## src/rtl/apb_pkg.sv

```systemverilog
// apb_pkg: constants and types shared by the APB initiator and completers.
// Holds segment widths, the initiator state type and a counter-width helper.
package apb_pkg;

    localparam int APB_ADDR_W = 10;
    localparam int APB_DATA_W = 16;

    typedef enum logic [1:0] {
        IDLE   = 2'd0,
        SETUP  = 2'd1,
        ACCESS = 2'd2,
        RESP   = 2'd3
    } apb_state_e;

    // Width of a counter that must reach t; never narrower than one bit.
    function automatic int cnt_width(input int t);
        return (t < 1) ? 1 : $clog2(t + 1);
    endfunction

endpackage

```

## src/rtl/apb_master.sv

```systemverilog
// apb_master: valid/ready command stream to single APB transfers.
// Runs SETUP/ACCESS, honours wait states, aborts on a wait-state timeout.
module apb_master
    import apb_pkg::*;
#(
    parameter int ADDR_W  = APB_ADDR_W,
    parameter int DATA_W  = APB_DATA_W,
    parameter int TIMEOUT = 255
) (
    input  logic              pclk,
    input  logic              preset_n,
    input  logic              cmd_valid,
    output logic              cmd_ready,
    input  logic              cmd_write,
    input  logic [ADDR_W-1:0] cmd_addr,
    input  logic [DATA_W-1:0] cmd_wdata,
    output logic              rsp_valid,
    input  logic              rsp_ready,
    output logic [DATA_W-1:0] rsp_rdata,
    output logic              rsp_timeout,
    output logic [ADDR_W-1:0] paddr,
    output logic              psel,
    output logic              penable,
    output logic              pwrite,
    output logic [DATA_W-1:0] pwdata,
    input  logic [DATA_W-1:0] prdata,
    input  logic              pready
);

    localparam int CNT_W = cnt_width(TIMEOUT);
    localparam logic [CNT_W-1:0] WAIT_LAST = CNT_W'(TIMEOUT - 1);
    localparam logic [CNT_W-1:0] CNT_MAX   = '1;
    localparam logic [CNT_W-1:0] CNT_ONE   = CNT_W'(1);

    apb_state_e        state_q, state_d;
    logic              live_q, live_d;
    logic              write_q, write_d;
    logic [ADDR_W-1:0] addr_q, addr_d;
    logic [DATA_W-1:0] wdata_q, wdata_d;
    logic [DATA_W-1:0] rdata_q, rdata_d;
    logic              tout_q, tout_d;
    logic [CNT_W-1:0]  wait_q, wait_d;

    // State and captured-command registers; everything clears on reset.
    always_ff @(posedge pclk or negedge preset_n) begin
        if (!preset_n) begin
            state_q <= IDLE;
            live_q  <= 1'b0;
            write_q <= 1'b0;
            addr_q  <= '0;
            wdata_q <= '0;
            rdata_q <= '0;
            tout_q  <= 1'b0;
            wait_q  <= '0;
        end else begin
            state_q <= state_d;
            live_q  <= live_d;
            write_q <= write_d;
            addr_q  <= addr_d;
            wdata_q <= wdata_d;
            rdata_q <= rdata_d;
            tout_q  <= tout_d;
            wait_q  <= wait_d;
        end
    end

    // Next-state logic: capture, wait-state counting, response capture.
    always_comb begin
        state_d = state_q;
        live_d  = 1'b1;
        write_d = write_q;
        addr_d  = addr_q;
        wdata_d = wdata_q;
        rdata_d = rdata_q;
        tout_d  = tout_q;
        wait_d  = wait_q;
        unique case (state_q)
            IDLE: begin
                if (cmd_valid && live_q) begin
                    write_d = cmd_write;
                    addr_d  = cmd_addr;
                    wdata_d = cmd_wdata;
                    state_d = SETUP;
                end
            end
            SETUP: begin
                wait_d  = '0;
                state_d = ACCESS;
            end
            ACCESS: begin
                if (pready) begin
                    rdata_d = write_q ? '0 : prdata;
                    tout_d  = 1'b0;
                    state_d = RESP;
                end else if (TIMEOUT != 0 && wait_q == WAIT_LAST) begin
                    rdata_d = '0;
                    tout_d  = 1'b1;
                    state_d = RESP;
                end else if (wait_q != CNT_MAX) begin
                    wait_d = wait_q + CNT_ONE;
                end
            end
            RESP: begin
                if (rsp_ready) begin
                    state_d = IDLE;
                end
            end
            default: state_d = IDLE;
        endcase
    end

    // live_q holds cmd_ready low until the first edge after reset release.
    assign cmd_ready   = (state_q == IDLE) && live_q;
    assign psel        = (state_q == SETUP) || (state_q == ACCESS);
    assign penable     = (state_q == ACCESS);
    assign rsp_valid   = (state_q == RESP);
    assign rsp_rdata   = rdata_q;
    assign rsp_timeout = tout_q;
    assign paddr       = addr_q;
    assign pwrite      = write_q;
    assign pwdata      = wdata_q;

endmodule

```

## config.mk

```make
export PLATFORM = sky130hd
export DESIGN_NAME = apb_master
export DESIGN_NICKNAME = d
export VERILOG_FILES = /design/src/rtl/apb_pkg.sv /design/src/rtl/apb_master.sv
export SDC_FILE = /design/constraint.sdc
export NUM_CORES = 1
export LEC_CHECK = 0
export CORE_MARGIN = 2
export CORE_UTILIZATION = 40
export CTS_BUF_LIST = sky130_fd_sc_hd__clkbuf_8
export DETAILED_ROUTE_END_ITERATION = 6
export GPL_TIMING_DRIVEN = 0
export PLACE_DENSITY = 0.9
export SETUP_SLACK_MARGIN = 0.05
export SYNTH_ARGS = -nofsm -noshare
export SYNTH_HDL_FRONTEND = slang
export SYNTH_SLANG_ARGS = --single-unit
```

## constraint.sdc

```tcl
create_clock -name pclk -period 1.6 [get_ports pclk]
set_input_delay 0.16 -clock pclk [delete_from_list [all_inputs] [get_ports pclk]]
set_output_delay 0.16 -clock pclk [all_outputs]
set_load 0.02 [all_outputs]
```

After elaboration in Yosys (flattened, before gate mapping)
Cells that the tools add are included.
{"block": "totals", "mem_count": 0, "latchBits": 0, "register_bits": 55, "mem_bits_ro": 0, "elab_cells": 44, "output_inout_bits": 48, "inputBits": 48, "ramBits": 0}
{"block": "classes", "bitwise_logic": 0, "n_shift": 0, "multipliers": 0, "eq_ne": 11, "reduce_logical": 10, "div": 0, "magnitude_cmp": 0, "add_sub_neg": 1, "n_mux": 14}
{"operator": "2-to-1 mux 16 bit", "count": 3}
{"operator": "2-to-1 mux 8 bit", "count": 3}
{"operator": "one-hot mux 8 bit (2 select lines)", "count": 1}
{"operator": "adder 8 x 1 -> 8 bit, second input constant", "count": 1}
{"operator": "== test 8 bit, second input constant", "count": 1}
{"operator": "2-to-1 mux 2 bit", "count": 4}
{"operator": "inequality test 8 bit, second input constant", "count": 1}
{"operator": "one-hot mux 2 bit (4 select lines)", "count": 1}
{"operator": "inequality test 2 bit, second input constant", "count": 3}
{"operator": "== test 2 bit, second input constant", "count": 2}
{"operator": "inequality test 2 x 1 -> 1 bit, second input constant", "count": 2}
{"operator": "AND reduction 2 bit", "count": 2}
{"operator": "AND reduction 4 bit", "count": 1}
{"operator": "nonzero test 2 bit", "count": 2}
{"operator": "inequality test 3 x 1 -> 1 bit, second input constant", "count": 1}
{"operator": "AND reduction 3 bit", "count": 1}
{"operator": "== test 2 x 1 -> 1 bit, second input constant", "count": 1}
{"operator": "logical AND 1 bit", "count": 2}
{"operator": "logical NOT 2 bit", "count": 1}
{"operator": "2-to-1 mux 1 bit", "count": 2}
{"operator": "logical OR 1 bit", "count": 1}

Logic depth before layout (Yosys ltp)
Gate-level depths: netlist of the first run.
{"block": "logic_depth", "word_depth": 5, "mapped_depth": 7}

Worst setup path before layout of the first run
OpenSTA, ideal clock, no wires.
{"block": "synth_timing", "kind": "reg2reg", "startpoint": "register state_q[0]", "endpoint": "register addr_q[0], in the netlist paddr[0]", "t_required_ns": 1.475, "path_stages_with_launch": 7, "setup_ns": 0.125, "slack_ns": -0.215, "arrival_time_ns": 1.691, "n_path_buf": 1, "period_less_slack_ns": 1.815, "path_cell_list": "dfrtp_1 inv_1 ha_1 and2_1 nand2_1 buf_2 mux2_2"}
{"block": "synth_between", "elab_chain_len": 2}
{"item": "start: declaration", "line": "apb_master.sv:35", "text": "apb_state_e state_q, state_d;"}
{"item": "start signal: assignment", "line": "apb_master.sv:56", "text": "state_q <= state_d;"}
{"item": "logical NOT 2 bit", "line": "apb_master.sv:77", "text": "unique case (state_q)"}
{"item": "AND reduction 2 bit (no source line)"}
{"item": "end signal: assignment", "line": "apb_master.sv:59", "text": "addr_q <= addr_d;"}
{"item": "end: declaration", "line": "apb_master.sv:38", "text": "logic [ADDR_W-1:0] addr_q, addr_d;"}
No other way between the ends.
A chain may end at the register's enable or synchronous reset.

Final worst setup path of the first run
{"block": "layout_timing", "startpoint": "register wait_q[1]", "endpoint": "register wait_q[1]"}
{"block": "layout_between", "elab_chain_len": 5}
{"item": "start: declaration", "line": "apb_master.sv:42", "text": "logic [CNT_W-1:0] wait_q, wait_d;"}
{"item": "start signal: assignment", "line": "apb_master.sv:63", "text": "wait_q <= wait_d;"}
{"item": "adder 8 x 1 -> 8 bit", "line": "apb_master.sv:100", "text": "wait_d = wait_q + CNT_ONE;"}
{"item": "2-to-1 mux 8 bit", "line": "apb_master.sv:99", "text": "end else if (wait_q != CNT_MAX) begin"}
{"item": "2-to-1 mux 8 bit", "line": "apb_master.sv:95", "text": "end else if (TIMEOUT != 0 && wait_q == WAIT_LAST) begin"}
{"item": "2-to-1 mux 8 bit", "line": "apb_master.sv:91", "text": "if (pready) begin"}
{"item": "one-hot mux 8 bit (2 select lines)", "line": "apb_master.sv:77"}
Parallel ways exist; a longest one is shown, timed or not. The select of a mux whose other input is x is not followed.

==> results of run 1 <==
-- logic make-up after synthesis --
logic type / count (synthesis) / share of synthesized area (%)
flip-flops: 55 / 59.27
AND/OR/NAND/NOR: 27 / 6.089
multiplexers: 30 / 14.55
adder cells (fa/ha/maj): 6 / 3.233
other: 1 / 0.1615
buffers and inverters: 13 / 2.640
AO/OA/AOI/OAI: 42 / 14.06
-- layer usage --
metal / GRT usage [%] / wire length, um / up-vias
met1: 21.99 / 2588 / 1009
met3: 6.629 / 558 / 15
li1: - / - / 913
met4: 7.966 / 204 / 0
met2: 30.25 / 3421 / 91
met5: 0 / 0 / -
-- worst max-delay path, stage by stage, from the launching register on --
cell      delay (ns)
dfrtp_2         0.46
ha_4            0.19
or2_4           0.25
and3_4          0.16
buf_6           0.12
buf_6           0.11
o211ai_1        0.24
o311ai_2        0.18
-- area by class of cell --
type | instances | area share, %
inverter | 6 | 0.6179
clock inverter | 3 | 1.050
timing repair buffer | 128 | 31.17
buffer | 6 | 1.730
clock buffer | 5 | 1.699
sequential | 55 | 34.14
tap | 72 | 2.224
multi-input combinational | 107 | 27.37
-- layout by cell type (no fill, tap or decap), types with 2 or more instances in the layout --
cell type and n:
dfrtp_1 50, clkbuf_16 2, clkdlybuf4s50_1 89, inv_1 4, and3_4 4, inv_2 2
buf_2 2, nor2_1 2, buf_6 11, ha_4 6, mux2_4 2, buf_12 2
clkbuf_2 2, a31oi_1 2, buf_4 22, a21oi_1 8, nand3_1 3, clkbuf_8 5
dlygate4sd2_1 2, dfrtp_2 5, a22o_1 18, nand2_1 5, o211ai_1 3, mux2_2 28
-- registers in the layout, indices dropped and copies added (netlist names) --
| register | count |
|---|---|
| live_q | 1 |
| paddr | 10 |
| rsp_rdata | 16 |
| pwdata | 16 |
| pwrite | 1 |
| rsp_timeout | 1 |
| state_q | 2 |
| wait_q | 8 |
-- stage by stage --
stage	setup TNS [ns]	hold WS, ns	utilization [%]	worst slack [ns]	power [mW]
2_1_floorplan	-0.1579	-0.1356	-	-0.1279	4.084
3_3_place_gp	-74.32	0.4831	61.47	-1.313	5.523
3_5_place_dp	-3.626	0.1004	61.74	-0.2592	5.639
4_1_cts	-0.5735	0.3083	66.24	-0.1894	6.679
5_1_grt	-2.013	0.3175	73.10	-0.2672	7.661
6_report	-0.7546	0.2942	73.10	-0.2466	7.265
-- path summary, 6_finish.rpt --
kind / to / from / slack, ns / depth (start not counted)
hold reg to reg: rsp_rdata[6] / rsp_rdata[6] / 0.51 / 1
setup reg to reg: wait_q[1] / wait_q[1] / -0.25 / 7
hold / removal: state_q[0] / preset_n / 0.29 / 2
setup / recovery: wait_q[1] / wait_q[1] / -0.25 / 7
min in group pclk: rsp_rdata[8] / prdata[8] / 0.44 / 2
max in group asynchronous: wait_q[2] / preset_n / 0.77 / 3
-- timing repair --
action / 4_1_cts / 5_1_grt
gates cloned: 0 / 4
resized for setup: 33 / 47
buffers inserted: 10 / 18
pin swaps: 7 / 9
hold buffers: 1 / 0
endpoints found under the setup margin: 41 / 47
endpoints found under the hold margin: 14 / 0
-- where the power goes --
part	internal, mW	switching (mW)	leakage [nW]
clock	0.467	0.471	0.0599
sequential	1.97	0.398	0.682
combinational	2.13	1.83	1.01
==> key figures, run 1 <==
Status
  • Status: finished with violations
  • Violated checks: setup timing

Layout
  • Nets: 363
  • Fin cells: 382
  • Register area: 0.001383 mm^2
  • Filler cell count: 368
  • Footprint of the multi-input gates: 0.001109 mm^2
  • Design area: about 0.0041 mm^2
  • ANT cells: 0
  • Layout cells sized above 1: a little over a third
  • Synthesis-to-layout area growth: 74.41%

Placement
  • GPL Wtd Cong: 0.8659
  • Post-DP Area: 0.003421 mm^2
  • Placed insts: ~340
  • Detailed placement HPWL: 4060 um
  • Buffers on Ports: 95

Synthesis
  • Synth Flop Type: dfrtp_1
  • Sequential share of the synthesized area: 59.27%
  • Number of flops mapped to enable cells by yosys: 0
  • Dominant cells by area after synthesis: dfrtp_1 (59%), mux2_2 (14%), a22o_1 (6.8%), ha_1 (3.2%), a21oi_1 (1.9%)
  • Count leader, synth: dfrtp_1
  • Syn_area_per_cell: 13.35 um^2
  • Cells after synthesis: 174
  • Synth warnings: 0
  • Post-synth cell types: 33
  • Ys async rst share: between 90% and 100%
  • Synth Register Bits: 55
  • Synthesized area: 0.002322 mm^2
  • Post-synth top area share: between 50% and 60%
  • Largest area contributor in the netlist: dfrtp_1
  • Synth cell count leaders: dfrtp_1 (55), mux2_2 (29), a22o_1 (18)
  • Syn_nets: 228

Power and ir drop
  • Leak: 1.750 nW
  • Maximum vdd ir drop: 1.104 mV
  • Power Dens Cells: 1794 mW/mm^2

Drt
  • Post-route ant nets: 0
  • DRT Pass-1 Iters: 4
  • Drt total wl: 6772 um
  • # DRC: 0
  • DR iter-0 viols: 89
  • Vias per std cell: 5.309
  • Routed via count: 2028
  • Drt wl/cell: 17.73 um

Setup path
  • Crit path arrival time: 2.01 ns
  • Type of the worst setup path: register to register
  • CP Data Required Time: 1.77 ns
  • Worst Path Max Fanout: 3
  • Startpoint types: register
  • Crit end category: register

Global routing
  • Vias in the first global route: slightly below 2000
  • Grt ovf: 0
  • Initial antenna violation count: 0
  • Largest net degree at the start of global routing: 42
  • First-pass GRT wire length: 9177 um
  • Gr usage total: ~19%

Timing
  • Skew final: 0.01331 ns
  • Final period util: 115.4%
  • Slew Viols, Final: 0
  • RSZ-0062 raised after global routing: true
  • Final setup violation count: 19
  • Min Tclk post-route: approximately 1.8 ns
  • Final Hold Viols: 0
  • Fmax: 541.5 MHz
  • PnR worst setup slack: -0.2466 ns

Floorplanning
  • Core Rows: 27
  • Die area: 0.006431 mm^2
  • IO Pins: 96
  • Die Span X: 80.20 um
  • Area of the core: between 0.005 and 0.006 mm^2
  • Initial core utilization: 41.92%
  • Die Height: about 80 um

Clock tree
  • Clock Root Buffer: clkbuf_8
  • CTS Buf Count: 5
  • Max H-tree Level: 2
  • CTS Sinks: 55
  • CTS Buffer Depth: 2
  • Skew-Pair Late Insertion Delay: 0.32 ns
  • CTS tree: built
  • Clk slew on worst S/H paths: approximately 0.09 ns

Min path
  • Hold Crit Class: primary input to asynchronous set/reset pin

Run
  • Max-cap violations: 0
Note: power is estimated with default switching activity, not from simulation.
==> run 2, diff against run 1 <==
--- a/config.mk
+++ b/config.mk
@@ -5,7 +5,7 @@
 export SDC_FILE = /design/constraint.sdc
 export NUM_CORES = 1
 export LEC_CHECK = 0
-export CORE_MARGIN = 2
+export CORE_MARGIN = 3
 export CORE_UTILIZATION = 40
 export CTS_BUF_LIST = sky130_fd_sc_hd__clkbuf_8
 export DETAILED_ROUTE_END_ITERATION = 6
==> key figures, run 2 (synthesis results as in run 1) <==
Clock tree
  • CTS Buf Count: 5 (unchanged)
  • Skew-Pair Late Insertion Delay: 0.30 ns (-0.02 ns)
  • CTS tree: built
  • Clk slew on worst S/H paths: 0.09 ns (about the same)
  • CTS Buffer Depth: 2 (unchanged)
  • CTS Sinks: 55 (unchanged)
  • Max H-tree Level: 2 (unchanged)
  • Clock Root Buffer: clkbuf_8

Drt
  • Post-route ant nets: 0 (unchanged)
  • Drt wl/cell: 16.33 um (-7.9%)
  • # DRC: 0 (unchanged)
  • Routed via count: 1879 (-7.3%)
  • Vias per std cell: 5.078 (-4.3%)
  • DR iter-0 viols: 67 (-25%)
  • DRT Pass-1 Iters: 4 (unchanged)
  • Drt total wl: 6042 um (-11%)

Layout
  • Most frequent cells in the layout: clkdlybuf4s50_1 (89), dfrtp_1 (51), mux2_2 (24)
  • Layout cells sized above 1: 30.20% (-6.3 points)
  • Fin cells: 370 (-3.1%)
  • Register area: 0.001381 mm^2 (about the same)
  • ANT cells: 0 (unchanged)
  • Synthesis-to-layout area growth: 65.63%
  • Footprint of the multi-input gates: 0.001032 mm^2 (-6.9%)
  • Commonest non-fill, non-tap cell in the layout: clkdlybuf4s50_1
  • Filler cell count: 427 (+16%)
  • Final Util: 69.00% (-4.1 points)
  • Nets: 351 (-3.3%)

Floorplanning
  • Die Height: 82.20 um (+2.5%)
  • Die area: 0.006756 mm^2 (+5.1%)
  • Core Rows: 27 (unchanged)
  • Initial core utilization: 41.66% (-0.25 points)
  • Die Span X: 82.20 um (+2.5%)
  • IO Pins: 96 (unchanged)
  • Area of the core: 0.005574 mm^2 (+0.61%)

Global routing
  • First-pass GRT wire length: 8756 um (-4.6%)
  • Initial antenna violation count: 0 (unchanged)
  • Vias in the first global route: 1919 (-3.1%)
  • Grt ovf: 0 (unchanged)
  • Largest net degree at the start of global routing: 41 (-2.4%)
  • Gr usage total: 17.01% (-1.5 points)

Setup path
  • Startpoint types: register
  • Worst R2R Start: wait_q[0]
  • Worst Path Max Fanout: 4 (+1)
  • Reg-to-Reg End: wait_q[1]
  • CP Data Required Time: 1.80 ns (+0.03 ns)
  • Type of the worst setup path: register to register
  • Worst-case reg-to-reg path depth: 5 (-2)
  • Crit end category: register
  • Crit path arrival time: 1.89 ns (-0.12 ns)
  • Reg-to-reg slack, setup: -0.09 ns (+0.16 ns)

Power and ir drop
  • Power Dens Cells: 1779 mW/mm^2 (-0.84%)
  • Leak: 1.697 nW (-3.0%)
  • Maximum vdd ir drop: 1.004 mV (-9.0%)

Placement
  • Buffers on Ports: 95 (unchanged)
  • GPL Wtd Cong: 0.8623 (-0.42%)
  • Placed insts: 342 (unchanged)
  • Detailed placement HPWL: 3970 um (-2.2%)

Timing
  • Slew Viols, Final: 0 (unchanged)
  • RSZ-0062 raised after global routing: true
  • Final period util: 105.6% (-9.8 points)
  • Min Tclk post-route: 1.690 ns (-0.1570 ns)
  • Skew final: 0.009113 ns (-0.004194 ns)
  • Setup tns final: -0.1884 ns (+0.5661 ns)
  • Final Hold Viols: 0 (unchanged)
  • Fmax: 591.9 MHz (+9.3%)
  • PnR worst setup slack: -0.08961 ns (+0.1570 ns)
  • Final setup violation count: 4 (-15)

Status
  • Status: finished with violations
  • Violated checks: setup timing

Run
  • Max-cap violations: 0 (unchanged)

Min path
  • Hold Crit Class: primary input to asynchronous set/reset pin
## run 2: final cells by class
type,count,area share (%)
Timing Repair Buffer,117,30.45
Buffer,6,1.659
Sequential cell,55,35.91
Inverter,6,0.5856
Tap cell,72,2.342
Multi-Input combinational cell,106,26.84
Clock buffer,5,1.789
Clock inverter,3,0.4229
## run 2: where the power goes
group / internal (mW) / switching [mW] / total (mW)
logic: 2.04 / 1.73 / 3.77
clock network: 0.301 / 0.426 / 0.727
registers: 1.97 / 0.376 / 2.34
total: 4.31 / 2.53 / 6.84
## run 2: worst max path at each step
stage / startpoint / endpoint / slack, ns / cells past startpoint
after CTS: wait_q[0] / wait_q[1] / -0.12 / 6
after detailed placement: wait_q[0] / wait_q[1] / -0.20 / 7
after global placement: preset_n / pwdata[0] / -1.33 / 1
after global routing: wait_q[0] / wait_q[1] / -0.14 / 5
final: wait_q[0] / wait_q[1] / -0.09 / 5
after floorplan: wait_q[0] / wait_q[1] / -0.13 / 7
## run 2: timing repair
item                                    4_1_cts  5_1_grt
pin swaps                                     5        6
gates resized for setup                      34       23
cloned                                        1        1
hold buffers                                  1        0
endpoints found under the hold margin        15        0
setup buffers                                11        7
endpoints found under the setup margin       41       40
## run 2: metal layers
layer  global-route usage, %  wire length (um)  vias up
li1                        -                 -      885
met4                   4.817                80        0
met3                   5.098               388        7
met2                   30.45              3199       68
met5                       0                 0        -
met1                   19.52              2374      919
## run 2: critical path, cell delays in order, from the launching register on
cell	delay, ns
dfrtp_2	0.47
ha_4	0.18
or2_1	0.24
and3_4	0.16
or4b_1	0.46
o311ai_1	0.08
## run 2: per-stage QoR
stage | total power, mW | hold WS, ns | setup WS [ns] | area [um^2]
2_1_floorplan | 4.084 | -0.1356 | -0.1279 | 2365
3_3_place_gp | 5.526 | 0.4829 | -1.334 | 3406
3_5_place_dp | 5.613 | 0.1061 | -0.2008 | 3421
4_1_cts | 6.669 | 0.3340 | -0.1176 | 3699
5_1_grt | 7.220 | 0.3589 | -0.1448 | 3846
6_report | 6.842 | 0.3171 | -0.08961 | 3846
